--- src/rtl/spike_event_collector_pkg.sv ---
// Shared definitions for the spike event collector.
//   state_t  : collector FSM encoding (COLLECT / SCAN / PRESENT)
//   sat_inc  : saturating +1 for counters up to 31 bits wide
package spike_event_collector_pkg;

  typedef enum logic [1:0] {
    ST_COLLECT = 2'd0,
    ST_SCAN    = 2'd1,
    ST_PRESENT = 2'd2
  } state_t;

  // Callers zero-extend their counter to 32 bits and slice the result back.
  function automatic logic [31:0] sat_inc(input logic [31:0] v, input int unsigned w);
    logic [31:0] maxv;
    maxv = 32'((64'd1 << w) - 64'd1);
    return (v >= maxv) ? maxv : v + 32'd1;
  endfunction

endpackage

--- src/rtl/spike_event_collector_if.sv ---
// Spike input stream, window delimiter and result record of the collector.
//   master : environment side (arbiter + downstream consumer)
//   slave  : collector side
interface spike_event_collector_if #(
  parameter int NEURON_ID_W = 4,
  parameter int CNT_W       = 8,
  parameter int TOTAL_W     = 12
);
  logic                   spike_valid;
  logic [NEURON_ID_W-1:0] spike_id;
  logic                   spike_ready;
  logic                   window_end;
  logic                   result_valid;
  logic                   result_ready;
  logic [NEURON_ID_W-1:0] result_id;
  logic [CNT_W-1:0]       result_count;
  logic [TOTAL_W-1:0]     result_total;
  logic                   result_tie;
  logic                   result_none;
  logic                   window_overrun;

  modport master (
    output spike_valid, spike_id, window_end, result_ready,
    input  spike_ready, result_valid, result_id, result_count, result_total,
           result_tie, result_none, window_overrun
  );

  modport slave (
    input  spike_valid, spike_id, window_end, result_ready,
    output spike_ready, result_valid, result_id, result_count, result_total,
           result_tie, result_none, window_overrun
  );
endinterface

--- src/rtl/spike_event_collector_argmax_scanner.sv ---
// Sequential argmax over the counter bank, one counter per cycle.
//   start_i    : pulse; scan begins next cycle at index 0
//   rd_idx_o   : counter index being read; rd_cnt_i returns its value
//   done_o     : high during the last scan cycle
//   best_*_o   : winner id/count and tie flag, held after the scan
module argmax_scanner #(
  parameter int NUM_NEURONS = 16,
  parameter int NEURON_ID_W = 4,
  parameter int CNT_W       = 8,
  localparam int IDX_W      = $clog2(NUM_NEURONS)
) (
  input  logic                   clk_i,
  input  logic                   rst_i,
  input  logic                   start_i,
  output logic [IDX_W-1:0]       rd_idx_o,
  input  logic [CNT_W-1:0]       rd_cnt_i,
  output logic                   done_o,
  output logic [NEURON_ID_W-1:0] best_id_o,
  output logic [CNT_W-1:0]       best_cnt_o,
  output logic                   tie_o
);
  localparam logic [IDX_W-1:0] LAST = IDX_W'(NUM_NEURONS - 1);

  logic                   active_q;
  logic [IDX_W-1:0]       idx_q;
  logic [NEURON_ID_W-1:0] best_id_q;
  logic [CNT_W-1:0]       best_cnt_q;
  logic                   tie_q;
  logic [NEURON_ID_W-1:0] cur_id;

  assign cur_id = NEURON_ID_W'(idx_q);

  always_ff @(posedge clk_i) begin
    if (rst_i) begin
      active_q   <= 1'b0;
      idx_q      <= '0;
      best_id_q  <= '0;
      best_cnt_q <= '0;
      tie_q      <= 1'b0;
    end else if (start_i) begin
      active_q   <= 1'b1;
      idx_q      <= '0;
      best_id_q  <= '0;
      best_cnt_q <= '0;
      tie_q      <= 1'b0;
    end else if (active_q) begin
      if (rd_cnt_i > best_cnt_q) begin
        best_id_q  <= cur_id;
        best_cnt_q <= rd_cnt_i;
        tie_q      <= 1'b0;
      end else if (rd_cnt_i == best_cnt_q && rd_cnt_i != '0 && cur_id > best_id_q) begin
        // Strict > keeps the lowest index as winner; later equals only flag the tie.
        tie_q <= 1'b1;
      end
      if (idx_q == LAST) active_q <= 1'b0;
      else               idx_q    <= idx_q + 1'b1;
    end
  end

  assign rd_idx_o   = idx_q;
  assign done_o     = active_q && (idx_q == LAST);
  assign best_id_o  = best_id_q;
  assign best_cnt_o = best_cnt_q;
  assign tie_o      = tie_q;
endmodule

--- src/rtl/spike_event_collector.sv ---
// Per-neuron spike counting over an externally delimited window, followed by
// an argmax scan and a held valid/ready result record.
//   clk_i, rst_i : clock, synchronous active-high reset
//   bus (slave)  : spike stream in (valid/id/ready), window_end pulse,
//                  result record out (valid/ready + id/count/total/tie/none),
//                  window_overrun pulse
module spike_event_collector
  import spike_event_collector_pkg::*;
#(
  parameter int NUM_NEURONS = 16,
  parameter int NEURON_ID_W = 4,
  parameter int CNT_W       = 8,
  parameter int TOTAL_W     = 12
) (
  input  logic                      clk_i,
  input  logic                      rst_i,
  spike_event_collector_if.slave    bus
);
  localparam int IDX_W = $clog2(NUM_NEURONS);

  state_t                              state_q;
  logic [NUM_NEURONS-1:0][CNT_W-1:0]   cnt_q;
  logic [TOTAL_W-1:0]                  total_q;
  logic                                spike_ready_q;
  logic                                result_valid_q;
  logic                                overrun_q;

  logic                   accept, id_ok, scan_start, scan_done;
  logic [31:0]            cnt_nx, tot_nx;
  logic [IDX_W-1:0]       rd_idx;
  logic [NEURON_ID_W-1:0] best_id;
  logic [CNT_W-1:0]       best_cnt;
  logic                   best_tie;

  // spike_ready_q is only ever high in COLLECT, so it alone qualifies the handshake.
  assign accept     = bus.spike_valid && spike_ready_q;
  // Out-of-range ids are accepted but leave every counter untouched.
  assign id_ok      = {1'b0, bus.spike_id} < (NEURON_ID_W + 1)'(NUM_NEURONS);
  assign scan_start = (state_q == ST_COLLECT) && bus.window_end;
  assign cnt_nx     = sat_inc(32'(cnt_q[bus.spike_id]), CNT_W);
  assign tot_nx     = sat_inc(32'(total_q), TOTAL_W);

  always_ff @(posedge clk_i) begin
    if (rst_i) begin
      state_q        <= ST_COLLECT;
      cnt_q          <= '0;
      total_q        <= '0;
      spike_ready_q  <= 1'b1;
      result_valid_q <= 1'b0;
      overrun_q      <= 1'b0;
    end else begin
      overrun_q <= bus.window_end && (state_q != ST_COLLECT);
      case (state_q)
        ST_COLLECT: begin
          if (accept && id_ok) begin
            cnt_q[bus.spike_id] <= cnt_nx[CNT_W-1:0];
            total_q             <= tot_nx[TOTAL_W-1:0];
          end
          if (bus.window_end) begin
            state_q       <= ST_SCAN;
            spike_ready_q <= 1'b0;
          end
        end
        ST_SCAN: begin
          if (scan_done) begin
            state_q        <= ST_PRESENT;
            result_valid_q <= 1'b1;
          end
        end
        ST_PRESENT: begin
          if (bus.result_ready) begin
            state_q        <= ST_COLLECT;
            cnt_q          <= '0;
            total_q        <= '0;
            result_valid_q <= 1'b0;
            spike_ready_q  <= 1'b1;
          end
        end
        default: state_q <= ST_COLLECT;
      endcase
    end
  end

  argmax_scanner #(
    .NUM_NEURONS (NUM_NEURONS),
    .NEURON_ID_W (NEURON_ID_W),
    .CNT_W       (CNT_W)
  ) u_scan (
    .clk_i      (clk_i),
    .rst_i      (rst_i),
    .start_i    (scan_start),
    .rd_idx_o   (rd_idx),
    .rd_cnt_i   (cnt_q[rd_idx]),
    .done_o     (scan_done),
    .best_id_o  (best_id),
    .best_cnt_o (best_cnt),
    .tie_o      (best_tie)
  );

  // The scanner's registers stay put after the scan, so the record is stable
  // through PRESENT. An empty window forces the winner fields to zero.
  assign bus.spike_ready    = spike_ready_q;
  assign bus.result_valid   = result_valid_q;
  assign bus.result_none    = result_valid_q && (total_q == '0);
  assign bus.result_id      = bus.result_none ? '0 : best_id;
  assign bus.result_count   = bus.result_none ? '0 : best_cnt;
  assign bus.result_tie     = bus.result_none ? 1'b0 : best_tie;
  assign bus.result_total   = total_q;
  assign bus.window_overrun = overrun_q;
endmodule

--- src/flat_wrapper.sv ---
// flat-port wrapper written by rule: the top's interface ports become plain ports
module spike_event_collector_flat import spike_event_collector_pkg::*;
#(
  parameter int NUM_NEURONS = 16,
  parameter int NEURON_ID_W = 4,
  parameter int CNT_W       = 8,
  parameter int TOTAL_W     = 12
)
  (clk_i, rst_i, bus_spike_valid, bus_spike_id, bus_window_end, bus_result_ready, bus_spike_ready, bus_result_valid, bus_result_id, bus_result_count, bus_result_total, bus_result_tie, bus_result_none, bus_window_overrun);
  spike_event_collector_if #(.NEURON_ID_W(NEURON_ID_W), .CNT_W(CNT_W), .TOTAL_W(TOTAL_W)) bus_i ();
  input  logic clk_i;
  input  logic rst_i;
  input wire logic [$bits(bus_i.spike_valid)-1:0] bus_spike_valid;
  input wire logic [$bits(bus_i.spike_id)-1:0] bus_spike_id;
  input wire logic [$bits(bus_i.window_end)-1:0] bus_window_end;
  input wire logic [$bits(bus_i.result_ready)-1:0] bus_result_ready;
  output wire logic [$bits(bus_i.spike_ready)-1:0] bus_spike_ready;
  output wire logic [$bits(bus_i.result_valid)-1:0] bus_result_valid;
  output wire logic [$bits(bus_i.result_id)-1:0] bus_result_id;
  output wire logic [$bits(bus_i.result_count)-1:0] bus_result_count;
  output wire logic [$bits(bus_i.result_total)-1:0] bus_result_total;
  output wire logic [$bits(bus_i.result_tie)-1:0] bus_result_tie;
  output wire logic [$bits(bus_i.result_none)-1:0] bus_result_none;
  output wire logic [$bits(bus_i.window_overrun)-1:0] bus_window_overrun;
  assign bus_i.spike_valid = bus_spike_valid;
  assign bus_i.spike_id = bus_spike_id;
  assign bus_i.window_end = bus_window_end;
  assign bus_i.result_ready = bus_result_ready;
  assign bus_spike_ready = bus_i.spike_ready;
  assign bus_result_valid = bus_i.result_valid;
  assign bus_result_id = bus_i.result_id;
  assign bus_result_count = bus_i.result_count;
  assign bus_result_total = bus_i.result_total;
  assign bus_result_tie = bus_i.result_tie;
  assign bus_result_none = bus_i.result_none;
  assign bus_window_overrun = bus_i.window_overrun;
  spike_event_collector #(.NUM_NEURONS(NUM_NEURONS), .NEURON_ID_W(NEURON_ID_W), .CNT_W(CNT_W), .TOTAL_W(TOTAL_W)) u_core (.clk_i(clk_i), .rst_i(rst_i), .bus(bus_i));
endmodule
--- config.mk ---
export PLATFORM = sky130hd
export DESIGN_NAME = spike_event_collector_flat
export DESIGN_NICKNAME = d
export VERILOG_FILES = /design/src/rtl/spike_event_collector_pkg.sv /design/src/rtl/spike_event_collector_if.sv /design/src/rtl/spike_event_collector_argmax_scanner.sv /design/src/rtl/spike_event_collector.sv /design/src/flat_wrapper.sv
export SDC_FILE = /design/constraint.sdc
export NUM_CORES = 1
export LEC_CHECK = 0
export CORE_ASPECT_RATIO = 2
export CORE_MARGIN = 2
export CORE_UTILIZATION = 44
export CTS_CLUSTER_SIZE = 16
export DETAILED_ROUTE_END_ITERATION = 6
export GPL_ROUTABILITY_DRIVEN = 1
export SYNTH_ARGS = -nofsm -noshare
export SYNTH_HDL_FRONTEND = slang
export SYNTH_SLANG_ARGS = --single-unit
--- constraint.sdc ---
create_clock -name clk_i -period 4.1 [get_ports clk_i]
set_input_delay 0.41 -clock clk_i [delete_from_list [all_inputs] [get_ports clk_i]]
set_output_delay 0.41 -clock clk_i [all_outputs]
set_load 0.01 [all_outputs]
==> results of run 1 <==
## final cells by class
class / instances / area share, %
clock buffer: 21 / 4.641
clock inverter: 9 / 1.324
inverter: 16 / 0.6053
multi-input combinational: 632 / 50.72
sequential: 163 / 32.91
tap: 259 / 3.266
timing repair buffer: 69 / 6.532
## placed cells by master, fill, tap and decap left out, types with 10 or more instances in the layout
cell             count
o21a_1              19
nand2b_1            13
nor3_1              12
a21oi_1             73
buf_4               29
ha_1                16
nor2_1             108
inv_1               16
mux4_2              66
mux2i_1             17
o21ai_0             10
and3_1              10
a22o_1              68
clkbuf_16           17
dfxtp_1            161
nand3_1             68
clkdlybuf4s50_1     34
nand2_1             76
## flip-flops by register name, indices dropped and copies added, names as in the netlist, 2 cells and up
name / count
u_core.u_scan.rd_idx_o: 4
u_core.state_q: 2
u_core.u_scan.best_id_o: 4
u_core.bus.result_total: 12
u_core.u_scan.best_cnt_o: 8
u_core.cnt_q: 128
## cells in the mapped netlist, drive strengths merged
cell       n  area (um2)
xnor2      3       26.28
a21o       2       15.01
a31oi      2       12.51
or2        2       12.51
mux4      72        1644
or3        3       18.77
nand3b     2       27.53
o21bai     1       18.77
nand2b    13       81.33
a221oi     1       26.28
nor2b      4       25.02
buf       30       221.5
o21a      19       142.6
dfxtp    163        3263
nor2     110       417.9
inv       16       60.06
nor4b      2       17.52
mux2i     21       242.7
nor3      13       70.07
ha        16       200.2
nor4       3       18.77
a22o      68       595.6
a22oi      8       70.06
a211oi     1       7.510
o21ai     10       50.05
or3b       1       8.760
and2       5       31.28
a2111oi    1       8.760
clkbuf    32       120.1
nand2     83       329.1
and4b      1       10.01
a21oi     74       374.1
xor2       1       16.27
and3      11       73.82
nor3b      2       20.02
nand4      7       58.81
nand3     70       360.3
## worst max path at each step
stage	start	end	slack (ps)	cells past startpoint
after floorplan	u_core.u_scan.rd_idx_o[0]	u_core.u_scan.best_id_o[2]	610	14
after global placement	u_core.u_scan.rd_idx_o[0]	u_core.u_scan.best_id_o[1]	560	12
after detailed placement	u_core.u_scan.rd_idx_o[0]	u_core.u_scan.best_id_o[1]	560	12
after CTS	u_core.u_scan.rd_idx_o[0]	u_core.u_scan.best_id_o[3]	550	12
after global routing	u_core.u_scan.rd_idx_o[0]	u_core.u_scan.best_cnt_o[6]	300	14
final	u_core.u_scan.rd_idx_o[0]	u_core.u_scan.best_id_o[0]	550	11
## power by group through the flow
stage / Clock [mW] / Combinational [mW] / Sequential [mW]
CTS: 1.67 / 0.204 / 1.61
detailed placement: 0 / 0.203 / 1.64
global route: 1.72 / 0.219 / 1.61
global placement: 0 / 0.202 / 1.64
floorplan: 0 / 0.141 / 1.63
finish: 1.64 / 0.204 / 1.61
## layer usage
layer	vias up	share of wire, %	GRT usage (%)
li1	3283	-	-
met3	105	3.8	4.613
met5	-	0	0
met1	3559	35	27.57
met2	256	54	48.06
met4	0	7.4	18.42
## stage by stage
stage | utilization, % | hold WS (ps) | instances | area (um2)
5_1_grt | 51.23 | 185.0 | 1169 | 9922
3_5_place_dp | 48.17 | 470.7 | 1139 | 9330
2_1_floorplan | - | 450.8 | 873 | 8697
3_3_place_gp | 48.17 | 464.2 | 1139 | 9330
6_report | 51.23 | 195.4 | 1169 | 9922
4_1_cts | 51.23 | 185.6 | 1169 | 9922
## logic make-up (layout without fill, tap and decap cells)
kind of cell,count (synthesis),in the layout
XOR/XNOR,4,4
buffers and inverters,78,115
AO/OA/AOI/OAI,187,187
multiplexers,93,93
adder cells (fa/ha/maj),16,16
AND/OR/NAND/NOR,332,332
flip-flops,163,163
## worst max-delay path, cell delays in order (launching register included)
cell and delay, ps:
dfxtp_2 660, buf_4 270, mux4_2 560, mux4_2 550, ha_1 330, and3_1 200, nand4_1 110, nand2_1 60
a21oi_1 160, buf_4 220, mux2i_1 200, nor2_1 60
==> results.ini, run 1 <==
[route]
drt-vias-per-instance=6.162
wirelength_um=27170
wl_per_cell_um=23.24
antenna_left=0
drtPass1Iterations=5
drtIter0Drc=572
vias=7203
drc=0

[cells_and_area]
seq_area_um2=3266
area_delta_synth_final_pct=14.08
fin_nets=924
drive_above_1_share_pct=17.58
num_antenna_cells=0
multi_input_area_um2=5032
nFillCells=1791

[worst_hold_path]
hold_depth=2
whs_endpoint=u_core.cnt_q[12]
hold_path.class=input port to register
hp-start=rst_i

[sta]
finalHoldViolations=0
skew_ps=9.828
rsz0062_at_grt=false
timing.final.ws_setup_ps=549.7
setup_violations=0
period_share_pct=86.59
slew_violations=0
tns_ps=0
max_slew_margin_pct=41.69
period_minus_slack_ps=3550
tightest_slew_ps=874.6
fmax_mhz=281.7

[power]
power.share.clock_pct=47.5
p_sw_mw=0.7976
power.total_mw=3.448
powerDensity_nw_per_um2=347.5
seq_power_share_pct=46.6
p_int_mw=2.650
power_leakage_nw=3.474
vdd_ir_drop_max_mv=0.1915
swShare_pct=23.13
pwr-share-comb_pct=5.9

[clocking]
root_buffer=clkbuf_16
post_cts_resized=0
clk_pin_slew_ps=60
cts_made_buffers=17
cts_setup_buffers=0
hold_buffers=0
htree_levels=4
clkLatencyLatePin_ps=440
cts_tree=done
cts_sinks=163
cts_buffer_depth=2

[synth]
synth_top_family_by_area=multiplexers
synth_compound_area_share_pct=15.19
synth_xor_area_share_pct=0.4891
synth-adder-area-share_pct=2.302
ys_seq_area_share_pct=37.52
syn_nets=898
synthCells=873
synth_area_um2=8697
syn_avg_cell_area_um2=9.962
yosysUniqueCellTypes=54
ys_ff_latch=163
muxShareOfSynthArea_pct=21.69
yosysWarnings=0
yosys.area_share.simple_pct=18.18

[floorplanning]
dieArea_um2=20980
ios=38
dieWidth_um=103.4
core.rowCount=72
die_height_um=202.8
start_util_pct=44.90
core_area_um2=19370

[place]
place_ws_ps=564.2
dp_hpwl_um=20300
port_buffers=37
routabilityCongestion=0.9185

[global_routing]
track_usage_pct=27.01
antenna_found_initial=0
grt_max_degree=70
grt_pass1_vias=7124
grt_pass1_wl_um=41410
overflow=0

[worst_setup_path]
r2r-end=u_core.u_scan.best_id_o[0]
r2r_cells=11
crit_required_ps=4400
worstSetupPathType=register to register
reg2reg_from=u_core.u_scan.rd_idx_o[0]
worst-r2r-setup-slack_ps=550
path_max_fanout=15
worst_ep_arrival_time_ps=3850
worstSetupStartpointType=register
cp-end-kind=register

[run]
drv_cap=0

[outcome]
status=completed

Power figures use the tool's default switching activity.
==> run 2: changes to the inputs <==
==> constraint.sdc (replaced) <==
create_clock -name clk_i -period 4.2 [get_ports clk_i]
set_input_delay 0.42 -clock clk_i [delete_from_list [all_inputs] [get_ports clk_i]]
set_output_delay 0.42 -clock clk_i [all_outputs]
set_load 0.01 [all_outputs]
==> results.ini, run 2 (same netlist as run 1, synthesis figures left out) <==
[outcome]
status=completed  ; unchanged

[floorplanning]
die_height_um=202.8  ; unchanged
core_area_um2=19370  ; unchanged
core.rowCount=72  ; unchanged
ios=38  ; unchanged
dieArea_um2=20980  ; unchanged
start_util_pct=44.90  ; unchanged
dieWidth_um=103.4  ; unchanged

[worst_setup_path]
path_max_fanout=24  ; was 15
crit_buf_inv=3  ; was 2
critPathMaxStageDelay_ps=670  ; was 660 ps
cp-end-kind=register  ; unchanged
crit_required_ps=4510  ; was 4400 ps
worstSetupStartpointType=register  ; unchanged
path_delay_family=multiplexers  ; unchanged
worst_ep_arrival_time_ps=4160  ; was 3850 ps
worstPathCellList=buf_12 -> buf_4 -> mux4_2 -> mux4_2 -> ha_1 -> and3_1 -> nand4_1 -> nand2_1 -> a21oi_1 -> buf_12 -> mux2i_1 -> nor2_1  ; was buf_4 -> mux4_2 -> mux4_2 -> ha_1 -> and3_1 -> nand4_1 -> nand2_1 -> a21oi_1 -> buf_4 -> mux2i_1 -> nor2_1
worstSetupPathType=register to register  ; unchanged
slowest_stage=a21oi_1  ; was dfxtp_2

[clocking]
hold_buffers=0  ; unchanged
root_buffer=clkbuf_16  ; unchanged
cts_made_buffers=17  ; unchanged
cts_sinks=163  ; unchanged
post_cts_resized=0  ; unchanged
clkLatencyLatePin_ps=450  ; was 440 ps
cts_buffer_depth=2  ; unchanged
cts_setup_buffers=0  ; unchanged
cts_tree=done  ; unchanged
clk_pin_slew_ps=60  ; about the same
htree_levels=4  ; unchanged

[global_routing]
overflow=0  ; unchanged
track_usage_pct=27.66  ; was 27.01%
antenna_found_initial=0  ; unchanged
grt_pass1_vias=7072  ; was 7124
grt_pass1_wl_um=42060  ; was 41410 um
grt_max_degree=67  ; was 70

[cells_and_area]
final_cell_mix=161 x dfxtp_1, 108 x nor2_1, 76 x nand2_1, 73 x a21oi_1  ; unchanged
largest_reg_flops=128  ; unchanged
utilization_pct=51.43  ; was 51.23%
fin_nets=925  ; was 924
layout_commonest_cell=dfxtp_1  ; unchanged
area_delta_synth_final_pct=14.53  ; was 14.08%
drive_above_1_share_pct=17.96  ; was 17.58%
stdcell_count=1172  ; was 1169
top_register=u_core.cnt_q  ; unchanged
num_antenna_cells=0  ; unchanged

[place]
routabilityCongestion=0.9065  ; was 0.9185
dpl.cell_count=1140  ; was 1139
dp_hpwl_um=20600  ; was 20300 um
port_buffers=37  ; unchanged

[route]
vias=7212  ; was 7203
drc=0  ; unchanged
wirelength_um=27640  ; was 27170 um
drt-vias-per-instance=6.154  ; was 6.162
antenna_left=0  ; unchanged
wl_per_cell_um=23.59  ; was 23.24 um
drtIter0Drc=570  ; was 572
drtPass1Iterations=5  ; unchanged

[sta]
skew_ps=6.579  ; was 9.828 ps
max_slew_margin_pct=42.40  ; was 41.69%
slew_violations=0  ; unchanged
tightest_slew_ps=863.9  ; was 874.6 ps
finalHoldViolations=0  ; unchanged
setup_violations=0  ; unchanged
period_share_pct=91.72  ; was 86.59%
fmax_mhz=259.6  ; was 281.7 MHz
hold_slack_ps=341.8  ; was 195.4 ps
tns_ps=0  ; unchanged
period_minus_slack_ps=3852  ; was 3550 ps
rsz0062_at_grt=false  ; unchanged

[worst_hold_path]
hold_path.class=input port to register  ; unchanged

[power]
vdd_ir_drop_max_mv=0.2546  ; was 0.1915 mV
powerDensity_nw_per_um2=344.1  ; was 347.5 nW/um2
power_leakage_nw=3.500  ; was 3.474 nW

[run]
drv_cap=0  ; unchanged

## run 2: worst register-to-register path, cell delays in order (launching register included)
cell and delay (ps):
dfxtp_2 390, buf_12 230, buf_4 230, mux4_2 500
mux4_2 530, ha_1 330, and3_1 200, nand4_1 110
nand2_1 60, a21oi_1 670, buf_12 220, mux2i_1 180
nor2_1 50
## run 2: final timing paths
path	endpoint	startpoint	depth (start not counted)	slack, ps
worst max-delay path	u_core.u_scan.best_id_o[2]	u_core.u_scan.rd_idx_o[0]	12	350
worst max register to register	u_core.u_scan.best_id_o[2]	u_core.u_scan.rd_idx_o[0]	12	350
worst min-delay path	u_core.cnt_q[4]	rst_i	2	340
worst min register to register	u_core.u_scan.tie_o	u_core.u_scan.tie_o	2	480
## run 2: cell type report
type / count / area (um2)
clock buffers: 23 / 498.0
well taps: 259 / 324.1
repair buffers: 70 / 655.6
multi-input cells: 632 / 5032
inverters: 16 / 60.06
clock inverters: 9 / 125.1
flip-flops and latches: 163 / 3266
fillers: 1807 / 9408
## run 2: layer usage
metal  vias to the layer above  global-route usage [%]  wire length [um]
met4                         0                   19.60              2195
met5                         -                       0                 0
met2                       255                   48.71             15090
met3                        87                   4.888              1107
met1                      3580                   28.28              9254
li1                       3290                       -                 -
## run 2: power breakdown
group	total, mW	switching, mW	leakage (nW)	internal (mW)
registers	1.56	0.00916	1.31	1.55
clock network	1.66	0.651	0.305	1.01
logic	0.204	0.130	1.88	0.0739
## run 2: through the flow
stage,power [mW],setup WS [ps],cell area [um2]
6_report,3.428,347.7,9961
3_5_place_dp,1.801,345.7,9338
2_1_floorplan,1.733,707.3,8697
4_1_cts,3.438,346.2,9961
3_3_place_gp,1.799,399.9,9338
5_1_grt,3.527,130.8,9961
